<file path="src/rtl/keypad_pkg.sv">
// Shared types, widths, parameter defaults and small bit helpers for the keypad decoder.
package keypad_pkg;

    localparam int KEY_W              = 4;
    localparam int ROW_W              = 2;
    localparam int DEBOUNCE_SCANS_DEF = 2;
    localparam int REPEAT_SCANS_DEF   = 10;

    typedef enum logic [1:0] {
        IDLE     = 2'd0,
        DEBOUNCE = 2'd1,
        PRESSED  = 2'd2,
        RELEASE  = 2'd3
    } key_state_t;

    typedef enum logic [1:0] {
        NONE   = 2'd0,
        SINGLE = 2'd1,
        MULTI  = 2'd2
    } frame_res_t;

    function automatic logic [2:0] popcount4(input logic [3:0] m);
        return {2'b00, m[0]} + {2'b00, m[1]} + {2'b00, m[2]} + {2'b00, m[3]};
    endfunction

    // Index of the lowest set bit; only meaningful when exactly one bit is set.
    function automatic logic [1:0] low_index4(input logic [3:0] m);
        logic [1:0] idx;
        if (m[0]) begin
            idx = 2'd0;
        end else if (m[1]) begin
            idx = 2'd1;
        end else if (m[2]) begin
            idx = 2'd2;
        end else if (m[3]) begin
            idx = 2'd3;
        end else begin
            idx = 2'd0;
        end
        return idx;
    endfunction

endpackage

</file>
<file path="src/rtl/keypad_if.sv">
// Keypad scan bus: row index and raw columns in, decoded key information out.
interface keypad_if;
    import keypad_pkg::*;

    logic [ROW_W-1:0] ROW_IDX;
    logic [3:0]       COL_IN;
    logic [KEY_W-1:0] KEY_CODE;
    logic             KEY_VALID;
    logic             KEY_HELD;
    logic             MULTI_KEY;

    modport master (
        output ROW_IDX, COL_IN,
        input  KEY_CODE, KEY_VALID, KEY_HELD, MULTI_KEY
    );

    modport slave (
        input  ROW_IDX, COL_IN,
        output KEY_CODE, KEY_VALID, KEY_HELD, MULTI_KEY
    );
endinterface

</file>
<file path="src/rtl/keypad_col_sync.sv">
// Two-flop column synchronizer plus a matching two-flop row delay, so every
// synchronized column sample leaves paired with the row that produced it.
module keypad_col_sync
    import keypad_pkg::*;
(
    input  logic             CLK_100HZ,
    input  logic             RESET_N,
    input  logic [3:0]       col_in,
    input  logic [ROW_W-1:0] row_idx,
    output logic [3:0]       col_sync,
    output logic [ROW_W-1:0] row_sync
);

    logic [3:0]       col_meta_r;
    logic [3:0]       col_sync_r;
    logic [ROW_W-1:0] row_d1_r;
    logic [ROW_W-1:0] row_d2_r;

    // Column synchronizer and row delay line; columns idle high.
    always_ff @(posedge CLK_100HZ or negedge RESET_N) begin
        if (!RESET_N) begin
            col_meta_r <= 4'b1111;
            col_sync_r <= 4'b1111;
            row_d1_r   <= {ROW_W{1'b0}};
            row_d2_r   <= {ROW_W{1'b0}};
        end else begin
            col_meta_r <= col_in;
            col_sync_r <= col_meta_r;
            row_d1_r   <= row_idx;
            row_d2_r   <= row_d1_r;
        end
    end

    assign col_sync = col_sync_r;
    assign row_sync = row_d2_r;

endmodule

</file>
<file path="src/rtl/keypad_decoder.sv">
// Keypad frame accumulator and debounce FSM producing key code, valid pulse,
// held and multi-key flags. Optional auto-repeat enabled by KEYPAD_REPEAT_EN.
module keypad_decoder
    import keypad_pkg::*;
#(
    parameter int DEBOUNCE_SCANS = DEBOUNCE_SCANS_DEF,
    parameter int REPEAT_SCANS   = REPEAT_SCANS_DEF
) (
    input  logic    CLK_100HZ,
    input  logic    RESET_N,
    keypad_if.slave kp
);

    localparam logic [3:0] DEB_LIMIT = 4'(DEBOUNCE_SCANS);

    logic [3:0]       col_sync_s;
    logic [ROW_W-1:0] row_sync_s;
    logic [3:0]       hit_mask_s;
    logic [2:0]       sample_hits_s;
    logic [2:0]       frame_hits_s;
    logic [KEY_W-1:0] sample_code_s;
    logic [KEY_W-1:0] frame_code_s;
    frame_res_t       frame_res_s;
    logic             frame_close_s;

    logic [1:0]       acc_hits_r;
    logic [1:0]       acc_hits_next_s;
    logic [KEY_W-1:0] acc_code_r;
    logic [KEY_W-1:0] acc_code_next_s;

    key_state_t       state_r;
    key_state_t       state_next_s;
    logic [KEY_W-1:0] cand_r;
    logic [KEY_W-1:0] cand_next_s;
    logic [3:0]       cnt_r;
    logic [3:0]       cnt_next_s;
    logic [3:0]       cnt_inc_s;
    logic [KEY_W-1:0] code_r;
    logic [KEY_W-1:0] code_next_s;
    logic             accept_s;
    logic             valid_next_s;
    logic             multi_next_s;
    logic             valid_r;
    logic             held_r;
    logic             multi_r;

    keypad_col_sync u_col_sync (
        .CLK_100HZ (CLK_100HZ),
        .RESET_N   (RESET_N),
        .col_in    (kp.COL_IN),
        .row_idx   (kp.ROW_IDX),
        .col_sync  (col_sync_s),
        .row_sync  (row_sync_s)
    );

    assign hit_mask_s    = ~col_sync_s;
    assign sample_hits_s = popcount4(hit_mask_s);
    assign sample_code_s = {row_sync_s, low_index4(hit_mask_s)};
    assign frame_close_s = (row_sync_s == 2'd3);
    assign cnt_inc_s     = (cnt_r == 4'hF) ? cnt_r : cnt_r + 4'd1;

    // Frame result including the closing sample, and the accumulator update.
    always_comb begin
        frame_hits_s = {1'b0, acc_hits_r} + sample_hits_s;
        frame_code_s = (acc_hits_r == 2'd0) ? sample_code_s : acc_code_r;
        if (frame_hits_s == 3'd0) begin
            frame_res_s = NONE;
        end else if (frame_hits_s == 3'd1) begin
            frame_res_s = SINGLE;
        end else begin
            frame_res_s = MULTI;
        end
        if (frame_close_s) begin
            acc_hits_next_s = 2'd0;
            acc_code_next_s = {KEY_W{1'b0}};
        end else begin
            // Two means "two or more", which is all the frame result needs.
            acc_hits_next_s = (frame_hits_s >= 3'd2) ? 2'd2 : frame_hits_s[1:0];
            acc_code_next_s = frame_code_s;
        end
    end

    // Debounce FSM next-state logic, evaluated only at frame close.
    always_comb begin
        state_next_s = state_r;
        cand_next_s  = cand_r;
        cnt_next_s   = cnt_r;
        code_next_s  = code_r;
        accept_s     = 1'b0;
        multi_next_s = multi_r;
        if (frame_close_s) begin
            multi_next_s = (frame_res_s == MULTI);
            case (state_r)
                IDLE: begin
                    if (frame_res_s == SINGLE) begin
                        cand_next_s = frame_code_s;
                        cnt_next_s  = 4'd1;
                        if (DEB_LIMIT <= 4'd1) begin
                            state_next_s = PRESSED;
                            code_next_s  = frame_code_s;
                            accept_s     = 1'b1;
                        end else begin
                            state_next_s = DEBOUNCE;
                        end
                    end else begin
                        state_next_s = IDLE;
                    end
                end
                DEBOUNCE: begin
                    if ((frame_res_s == SINGLE) && (frame_code_s == cand_r)) begin
                        cnt_next_s = cnt_inc_s;
                        if (cnt_inc_s >= DEB_LIMIT) begin
                            state_next_s = PRESSED;
                            code_next_s  = cand_r;
                            accept_s     = 1'b1;
                        end else begin
                            state_next_s = DEBOUNCE;
                        end
                    end else begin
                        state_next_s = IDLE;
                        cnt_next_s   = 4'd0;
                    end
                end
                PRESSED: begin
                    if (frame_res_s == NONE) begin
                        if (DEB_LIMIT <= 4'd1) begin
                            state_next_s = IDLE;
                            cnt_next_s   = 4'd0;
                        end else begin
                            state_next_s = RELEASE;
                            cnt_next_s   = 4'd1;
                        end
                    end else begin
                        state_next_s = PRESSED;
                    end
                end
                RELEASE: begin
                    if (frame_res_s == NONE) begin
                        if (cnt_inc_s >= DEB_LIMIT) begin
                            state_next_s = IDLE;
                            cnt_next_s   = 4'd0;
                        end else begin
                            state_next_s = RELEASE;
                            cnt_next_s   = cnt_inc_s;
                        end
                    end else begin
                        state_next_s = PRESSED;
                    end
                end
                default: begin
                    state_next_s = IDLE;
                    cnt_next_s   = 4'd0;
                end
            endcase
        end else begin
            state_next_s = state_r;
        end
    end

`ifdef KEYPAD_REPEAT_EN
    localparam logic [7:0] REP_LIMIT = 8'(REPEAT_SCANS);

    logic [7:0] rep_r;
    logic [7:0] rep_next_s;
    logic [7:0] rep_inc_s;
    logic       rep_pulse_s;

    assign rep_inc_s = (rep_r == 8'hFF) ? rep_r : rep_r + 8'd1;

    // Repeat counter: restarts on a fresh acceptance, runs in PRESSED, frozen in RELEASE.
    always_comb begin
        rep_next_s  = rep_r;
        rep_pulse_s = 1'b0;
        if (frame_close_s && (state_next_s == PRESSED)) begin
            if ((state_r == IDLE) || (state_r == DEBOUNCE)) begin
                rep_next_s = 8'd0;
            end else if (state_r == PRESSED) begin
                if (rep_inc_s >= REP_LIMIT) begin
                    rep_next_s  = 8'd0;
                    rep_pulse_s = 1'b1;
                end else begin
                    rep_next_s = rep_inc_s;
                end
            end else begin
                rep_next_s = rep_r;
            end
        end else begin
            rep_next_s = rep_r;
        end
    end

    // Repeat counter register.
    always_ff @(posedge CLK_100HZ or negedge RESET_N) begin
        if (!RESET_N) begin
            rep_r <= 8'd0;
        end else begin
            rep_r <= rep_next_s;
        end
    end

    assign valid_next_s = accept_s | rep_pulse_s;
`else
    logic [7:0] rep_param_unused_s;
    assign rep_param_unused_s = 8'(REPEAT_SCANS);
    assign valid_next_s       = accept_s;
`endif

    // State, frame accumulator and registered outputs.
    always_ff @(posedge CLK_100HZ or negedge RESET_N) begin
        if (!RESET_N) begin
            state_r    <= IDLE;
            cand_r     <= {KEY_W{1'b0}};
            cnt_r      <= 4'd0;
            code_r     <= {KEY_W{1'b0}};
            valid_r    <= 1'b0;
            held_r     <= 1'b0;
            multi_r    <= 1'b0;
            acc_hits_r <= 2'd0;
            acc_code_r <= {KEY_W{1'b0}};
        end else begin
            state_r    <= state_next_s;
            cand_r     <= cand_next_s;
            cnt_r      <= cnt_next_s;
            code_r     <= code_next_s;
            valid_r    <= valid_next_s;
            held_r     <= (state_next_s == PRESSED) || (state_next_s == RELEASE);
            multi_r    <= multi_next_s;
            acc_hits_r <= acc_hits_next_s;
            acc_code_r <= acc_code_next_s;
        end
    end

    assign kp.KEY_CODE  = code_r;
    assign kp.KEY_VALID = valid_r;
    assign kp.KEY_HELD  = held_r;
    assign kp.MULTI_KEY = multi_r;

endmodule

</file>
<file path="src/flat_wrapper.sv">
// flat-port wrapper written by rule: the top's interface ports become plain ports
module keypad_decoder_flat import keypad_pkg::*;
#(
    parameter int DEBOUNCE_SCANS = DEBOUNCE_SCANS_DEF,
    parameter int REPEAT_SCANS   = REPEAT_SCANS_DEF
)
  (CLK_100HZ, RESET_N, kp_ROW_IDX, kp_COL_IN, kp_KEY_CODE, kp_KEY_VALID, kp_KEY_HELD, kp_MULTI_KEY);
  keypad_if kp_i ();
  input  logic CLK_100HZ;
  input  logic RESET_N;
  input wire logic [$bits(kp_i.ROW_IDX)-1:0] kp_ROW_IDX;
  input wire logic [$bits(kp_i.COL_IN)-1:0] kp_COL_IN;
  output wire logic [$bits(kp_i.KEY_CODE)-1:0] kp_KEY_CODE;
  output wire logic [$bits(kp_i.KEY_VALID)-1:0] kp_KEY_VALID;
  output wire logic [$bits(kp_i.KEY_HELD)-1:0] kp_KEY_HELD;
  output wire logic [$bits(kp_i.MULTI_KEY)-1:0] kp_MULTI_KEY;
  assign kp_i.ROW_IDX = kp_ROW_IDX;
  assign kp_i.COL_IN = kp_COL_IN;
  assign kp_KEY_CODE = kp_i.KEY_CODE;
  assign kp_KEY_VALID = kp_i.KEY_VALID;
  assign kp_KEY_HELD = kp_i.KEY_HELD;
  assign kp_MULTI_KEY = kp_i.MULTI_KEY;
  keypad_decoder #(.DEBOUNCE_SCANS(DEBOUNCE_SCANS), .REPEAT_SCANS(REPEAT_SCANS)) u_core (.CLK_100HZ(CLK_100HZ), .RESET_N(RESET_N), .kp(kp_i));
endmodule
</file>
<file path="config.mk">
export PLATFORM = sky130hd
export DESIGN_NAME = keypad_decoder_flat
export DESIGN_NICKNAME = d
export VERILOG_FILES = /design/src/rtl/keypad_pkg.sv /design/src/rtl/keypad_if.sv /design/src/rtl/keypad_col_sync.sv /design/src/rtl/keypad_decoder.sv /design/src/flat_wrapper.sv
export SDC_FILE = /design/constraint.sdc
export NUM_CORES = 1
export LEC_CHECK = 0
export BUFFER_PORTS_ARGS = -buffer_cell sky130_fd_sc_hd__buf_2
export CORE_UTILIZATION = 45
export DETAILED_ROUTE_END_ITERATION = 16
export PLACE_DENSITY_LB_ADDON = 0.12
export RECOVER_POWER = 100
export SYNTH_ARGS = -nofsm -noshare
export SYNTH_HDL_FRONTEND = slang
export SYNTH_SLANG_ARGS = --single-unit
</file>
<file path="constraint.sdc">
create_clock -name CLK_100HZ -period 4.7 [get_ports CLK_100HZ]
set_input_delay 0.47 -clock CLK_100HZ [delete_from_list [all_inputs] [get_ports CLK_100HZ]]
set_output_delay 0.47 -clock CLK_100HZ [all_outputs]
set_load 0.02 [all_outputs]
</file>
# Word level (Yosys, flattened, before mapping)
# Cells that the tools add are included.
# Widths: inputs -> output; s select.
[word_totals] reg_bits=35 input_bits=8 output_inout_bits=7 word_cells=73
[classes] add_sub_neg=5 magnitude_cmp=2 eq_ne=14 muxes=29 bitwise=1 n_reduce_logical=9
[op_table] cell="$mux 4" count=8
[op_table] cell="$mux 2" count=13
[op_table] cell="$pmux 4 s4" count=1
[op_table] cell="$eq 2x2->1 const B" count=6
[op_table] cell="$pmux 2 s4" count=1
[op_table] cell="$reduce_and 4->1" count=2
[op_table] cell="$add 3x1->3" count=2
[op_table] cell="$logic_not 2->1" count=3
[op_table] cell="$mux 1" count=6
[op_table] cell="$ne 2x1->1 const B" count=3
[op_table] cell="$add 4x1->4 const B" count=1
[op_table] cell="$eq 2x1->1 const B" count=2
[op_table] cell="$eq 4x4->1" count=1
[op_table] cell="$eq 4x4->1 const B" count=1
[op_table] cell="$ge 4x2->1 const B" count=1
[op_table] cell="$not 4->4" count=1
[op_table] cell="$add 2x3->3" count=1
[op_table] cell="$eq 3x1->1 const B" count=1
[op_table] cell="$ge 3x2->1 const B" count=1
[op_table] cell="$logic_not 3->1" count=1
[op_table] cell="$reduce_and 3->1" count=1
[op_table] cell="$add 1x1->2" count=1
[op_table] cell="$logic_and 1x1->1" count=1
[op_table] cell="$logic_or 1x1->1" count=1

# Logic depth before layout (Yosys ltp)
[logic_depth] ltp_word=15 ltp_mapped=14 depth_no_buf=14

# By module
# From an unflattened synthesis, not the netlist that was laid out.
[unflattened] hier_cells=161 hier_area_um2=1734.2
[modules_own_cells] mod="keypad_decoder" n_inst=1 cells_each=149 area_each_um2=1423.9 seq_area_each_um2=575.6
[modules_own_cells] mod="keypad_col_sync" n_inst=1 cells_each=12 area_each_um2=310.3 seq_area_each_um2=310.3

# Least setup slack after synthesis
# OpenSTA, ideal clock, no wires.
[synth_path] path_kind="register -> register" from="register u_core.u_col_sync.col_sync_r[0] (netlist: u_core.u_col_sync.col_sync[0])" to="register u_core.code_r[0] (netlist: u_core.kp.KEY_CODE[0])" arrival_time_ns=3.422 setup_slack_ns=1.153 stages_incl_launch_ff=15 n_path_buf=0 cell_sequence="dfstp_2 -> inv_1 -> ha_1 -> inv_1 -> fa_1 -> inv_1 -> ha_1 -> inv_1 -> fa_1 -> xor2_1 -> and3_2 -> o21ai_0 -> nor4_4 -> nand3_4 -> mux2_4"
[synth_between] elab_chain_cells=11
[synth_rtl] element="from (decl)" line_no="keypad_col_sync.sv:15" source="logic [3:0] col_sync_r;"
[synth_rtl] element="from (signal assigned)" line_no="keypad_col_sync.sv:28" source="col_sync_r <= col_meta_r;"
[synth_rtl] element="$not 4->4 *" line_no="keypad_decoder.sv:56" source="assign hit_mask_s = ~col_sync_s;"
[synth_rtl] element="$add 1x1->2" line_no="keypad_pkg.sv:23" source="return {2'b00, m[0]} + {2'b00, m[1]} + {2'b00, m[2]} + {2'b00, m[3]};"
[synth_rtl] element="$add 3x1->3 (2 in a row)" line_no="keypad_pkg.sv:23"
[synth_rtl] element="$add 2x3->3" line_no="keypad_decoder.sv:64" source="frame_hits_s = {1'b0, acc_hits_r} + sample_hits_s;"
[synth_rtl] element="$eq 3x1->1" line_no="keypad_decoder.sv:68" source="end else if (frame_hits_s == 3'd1) begin"
[synth_rtl] element="$mux 2" line_no="keypad_decoder.sv:68"
[synth_rtl] element="$mux 2" line_no="keypad_decoder.sv:66" source="if (frame_hits_s == 3'd0) begin"
[synth_rtl] element="$eq 2x1->1" line_no="keypad_decoder.sv:110" source="if ((frame_res_s == SINGLE) && (frame_code_s == cand_r)) begin"
[synth_rtl] element="$logic_and 1x1->1 *" line_no="keypad_decoder.sv:110"
[synth_rtl] element="$reduce_and 4->1 (no line) *"
[synth_rtl] element="to (signal assigned)" line_no="keypad_decoder.sv:214" source="code_r <= {KEY_W{1'b0}};"
[synth_rtl] element="to (signal assigned)" line_no="keypad_decoder.sv:224" source="code_r <= code_next_s;"
[synth_rtl] element="to (decl)" line_no="keypad_decoder.sv:38" source="logic [KEY_W-1:0] code_r;"
# Mark *: on every way between the ends. The rest lies on a longest branch, timed or not.
# A chain may end at the register's enable or synchronous reset.

# Final worst setup path
[layout_path] from="register u_core.u_col_sync.col_sync_r[0] (netlist: u_core.u_col_sync.col_sync[0])" to="register u_core.code_r[1] (netlist: u_core.kp.KEY_CODE[1])"
# The elaborated chain is that of the path after synthesis.

==> metrics.yaml <==
status:
  status: "complete, but fails checks"
  violations: "max-capacitance violations, max-slew violations"
synthesis:
  synth_edf_count: 0
  syn_nets: 166
  ys_async_sr_fraction_pct: 100
  synth_cell_types: 41
  netlist_area_mm2: 0.00166
  yosysSeqAreaShare_pct: 53.3
  synth_ff_type: "dfrtp_1"
  synth_most_common_cell: "dfrtp_1"
  syn_inst: 152
  synth_commonest_cells: "27 x dfrtp_1, 16 x nand2_1, 13 x nor2_1, 12 x inv_1, 11 x o21ai_0"
  synth.avg_cell_area_um2: 10.9
  ys_ff_latch: 35
  ys.warnings.count: 0
  synthTopCellsByArea: "dfrtp_1 41%, dfstp_2 13%, mux2_4 3.6%"
  synth_top_area_share_pct: 40.6
  synth_largest_area_cell: "dfrtp_1"
setup_path:
  critPathArrivalTime_ps: 4160
  cp_num_buf_inv: 4
  critPathMaxFanout: 7
  crit_required_ps: 4870
  cp_top_family: "adder cells"
  worst_setup_path_end_kind: "flip-flop"
  cp_slowest_stage_delay_ps: 550
  crit_top_cell: "inv_1"
  cp_slowest_cell: "dfstp_1"
  cp-start-kind: "flip-flop"
  worstSetupPathType: "reg -> reg"
  critical_path.cell_chain: "inv_1 > ha_1 > inv_1 > fa_1 > inv_1 > ha_1 > inv_1 > fa_1 > xor2_1 > and3_2 > o21ai_0 > nor4_4 > nand3_1 > mux2_1"
placement:
  placed_cell_area_mm2: 0.00179
  gp_congestion: 0.904
  dp.final_hpwl_um: 2220
  io_buffers: 14
power_and_ir_drop:
  peakVddDrop_v: 0.000183
  p_leak_nw: 0.846
  power_per_cell_area_mw_per_mm2: 524
  finalPower_mw: 0.964
clock_tree:
  clk_latency_ps: 290
  clock_tree.root_cell: "clkbuf_8"
  numCtsBuffers: 5
  cts_buffer_depth: 2
  cts_tree: "yes"
  clk_pin_slew_worst_paths_ps: 60
  h-tree-depth: 2
  cts.sinks: 35
  post_cts_buffers: 0
  cts_hold_buf: 0
  ctsResizeCount: 0
timing:
  final_hold_viol_count: 0
  fin_crit_sh_pct: 85.0
  post-route-min-period_ps: 4000
  report.final.slew_viol_count: 36
  setup_tns_ps: 0
  maxClockFrequency_ghz: 0.250
  worst_pin_slew_ps: 1760
  timing.slew.headroom_pct: -17.6
  setup_viol: 0
  fin_skew_ps: 9.37
  grt_setup_unrepaired: "false"
global_route:
  grt_usage_pct: 18.6
  grt_max_degree: 36
  grt_overflow: 0
  grt_pass1_vias: 1191
  antenna_found_initial: 0
  grt_first_pass_wirelength_um: 5440
detailed_routing:
  vias: 1191
  vias_per_cell: 5.44
  drt_first_iter_violations: 79
  drc: 0
  wl_per_cell_um: 14.0
  ant_nets: 0
  routed_wl_um: 3060
  dr.pass1.iters: 4
die:
  die_h_um: 62.8
  dieArea_mm2: 0.00394
  core_area_mm2: 0.00344
  die_w_um: 62.8
  std_cell_rows: 21
  io_pins: 15
  start_util_pct: 48.3
final_layout:
  final_area_mm2: 0.00184
  final_util_pct: 53.4
  n_antenna_cell: 0
  fillerInstances: 307
  area_growth_pct: 10.5
  final_net_count: 186
  layout-drive-gt1-share_pct: 13.9
flow_run:
  drv_cap: 1
hold_path:
  min_path_type: "in -> reg"
-- metrics by stage --
stage | worst slack (ps) | hold WS (ps) | cells
6_report | 704 | 276 | 219
2_1_floorplan | 1150 | 174 | 152
5_1_grt | 376 | 255 | 219
3_5_place_dp | 848 | 335 | 211
3_3_place_gp | 1030 | 334 | 211
4_1_cts | 835 | 265 | 219
-- cells in the final DEF, fill, tap and decap left out, drive strengths merged, types with 2 or more instances in the layout --
master	Yosys	layout
dfrtp	27	27
nand2	16	16
clkbuf	1	16
nor2	14	14
inv	12	12
o21ai	11	11
nand3	8	8
dfstp	8	8
buf	0	6
a21oi	4	4
a31oi	4	4
mux2	4	4
ha	4	4
and2	4	4
and3	4	4
o21a	3	3
nor2b	2	2
xor2	2	2
nor3b	2	2
xnor2	2	2
nand3b	2	2
fa	2	2
a41oi	2	2
nor4	2	2
-- area by class of cell --
type | instances | area (um2) | share of cell area, %
sequential | 35 | 886 | 48.2
multi-input combinational | 104 | 689 | 37.5
clock buffer | 8 | 100 | 5.45
timing repair buffer | 14 | 60.1 | 3.27
tap | 46 | 57.6 | 3.13
inverter | 12 | 45.0 | 2.45
-- cells by family after synthesis --
group / Yosys count / share of synthesized area, %
mux: 5 / 4.44
simple gates: 59 / 19.9
fa+ha+maj: 6 / 5.42
compound gates: 30 / 11.9
buf+inv: 13 / 2.93
xor+xnor: 4 / 2.11
flops: 35 / 53.3
-- path summary, 6_finish.rpt --
kind                                               start                               to  slack, ps  cells after the start
min reg2reg                u_core.u_col_sync.row_d1_r[1]    u_core.u_col_sync.row_sync[1]        350                      0
min                                         kp_COL_IN[0]  u_core.u_col_sync.col_meta_r[0]        280                      1
max                        u_core.u_col_sync.col_sync[0]            u_core.kp.KEY_CODE[1]        700                     14
max in group asynchronous                        RESET_N    u_core.u_col_sync.row_d1_r[0]       3030                      1
max reg2reg                u_core.u_col_sync.col_sync[0]            u_core.kp.KEY_CODE[1]        700                     14
min in group asynchronous                        RESET_N               u_core.kp.KEY_HELD        640                      1
-- routing by layer --
| metal | GRT usage, % | wire (um) | share of wire (%) | up-vias |
|---|---|---|---|---|
| met4 | 11.3 | 96 | 3.1 | 0 |
| met3 | 6.20 | 161 | 5.3 | 12 |
| li1 | - | - | - | 565 |
| met5 | 0 | 0 | 0 | - |
| met1 | 22.4 | 1310 | 43 | 574 |
| met2 | 28.8 | 1490 | 49 | 40 |
-- flip-flops by register name, indices dropped and copies added, names as in the netlist, 4 cells and up --
signal and flops:
u_core.acc_code_r 4, u_core.cand_r 4, u_core.cnt_r 4, u_core.kp.KEY_CODE 4
u_core.u_col_sync.col_meta_r 4, u_core.u_col_sync.col_sync 4
-- where the power goes --
part           leakage [nW]  total [mW]  switching (mW)  internal, mW
Combinational         0.357       0.308           0.190         0.119
Sequential            0.437       0.418          0.0565         0.362
Clock                0.0515       0.237           0.103         0.134
Power figures use the tool's default switching activity.
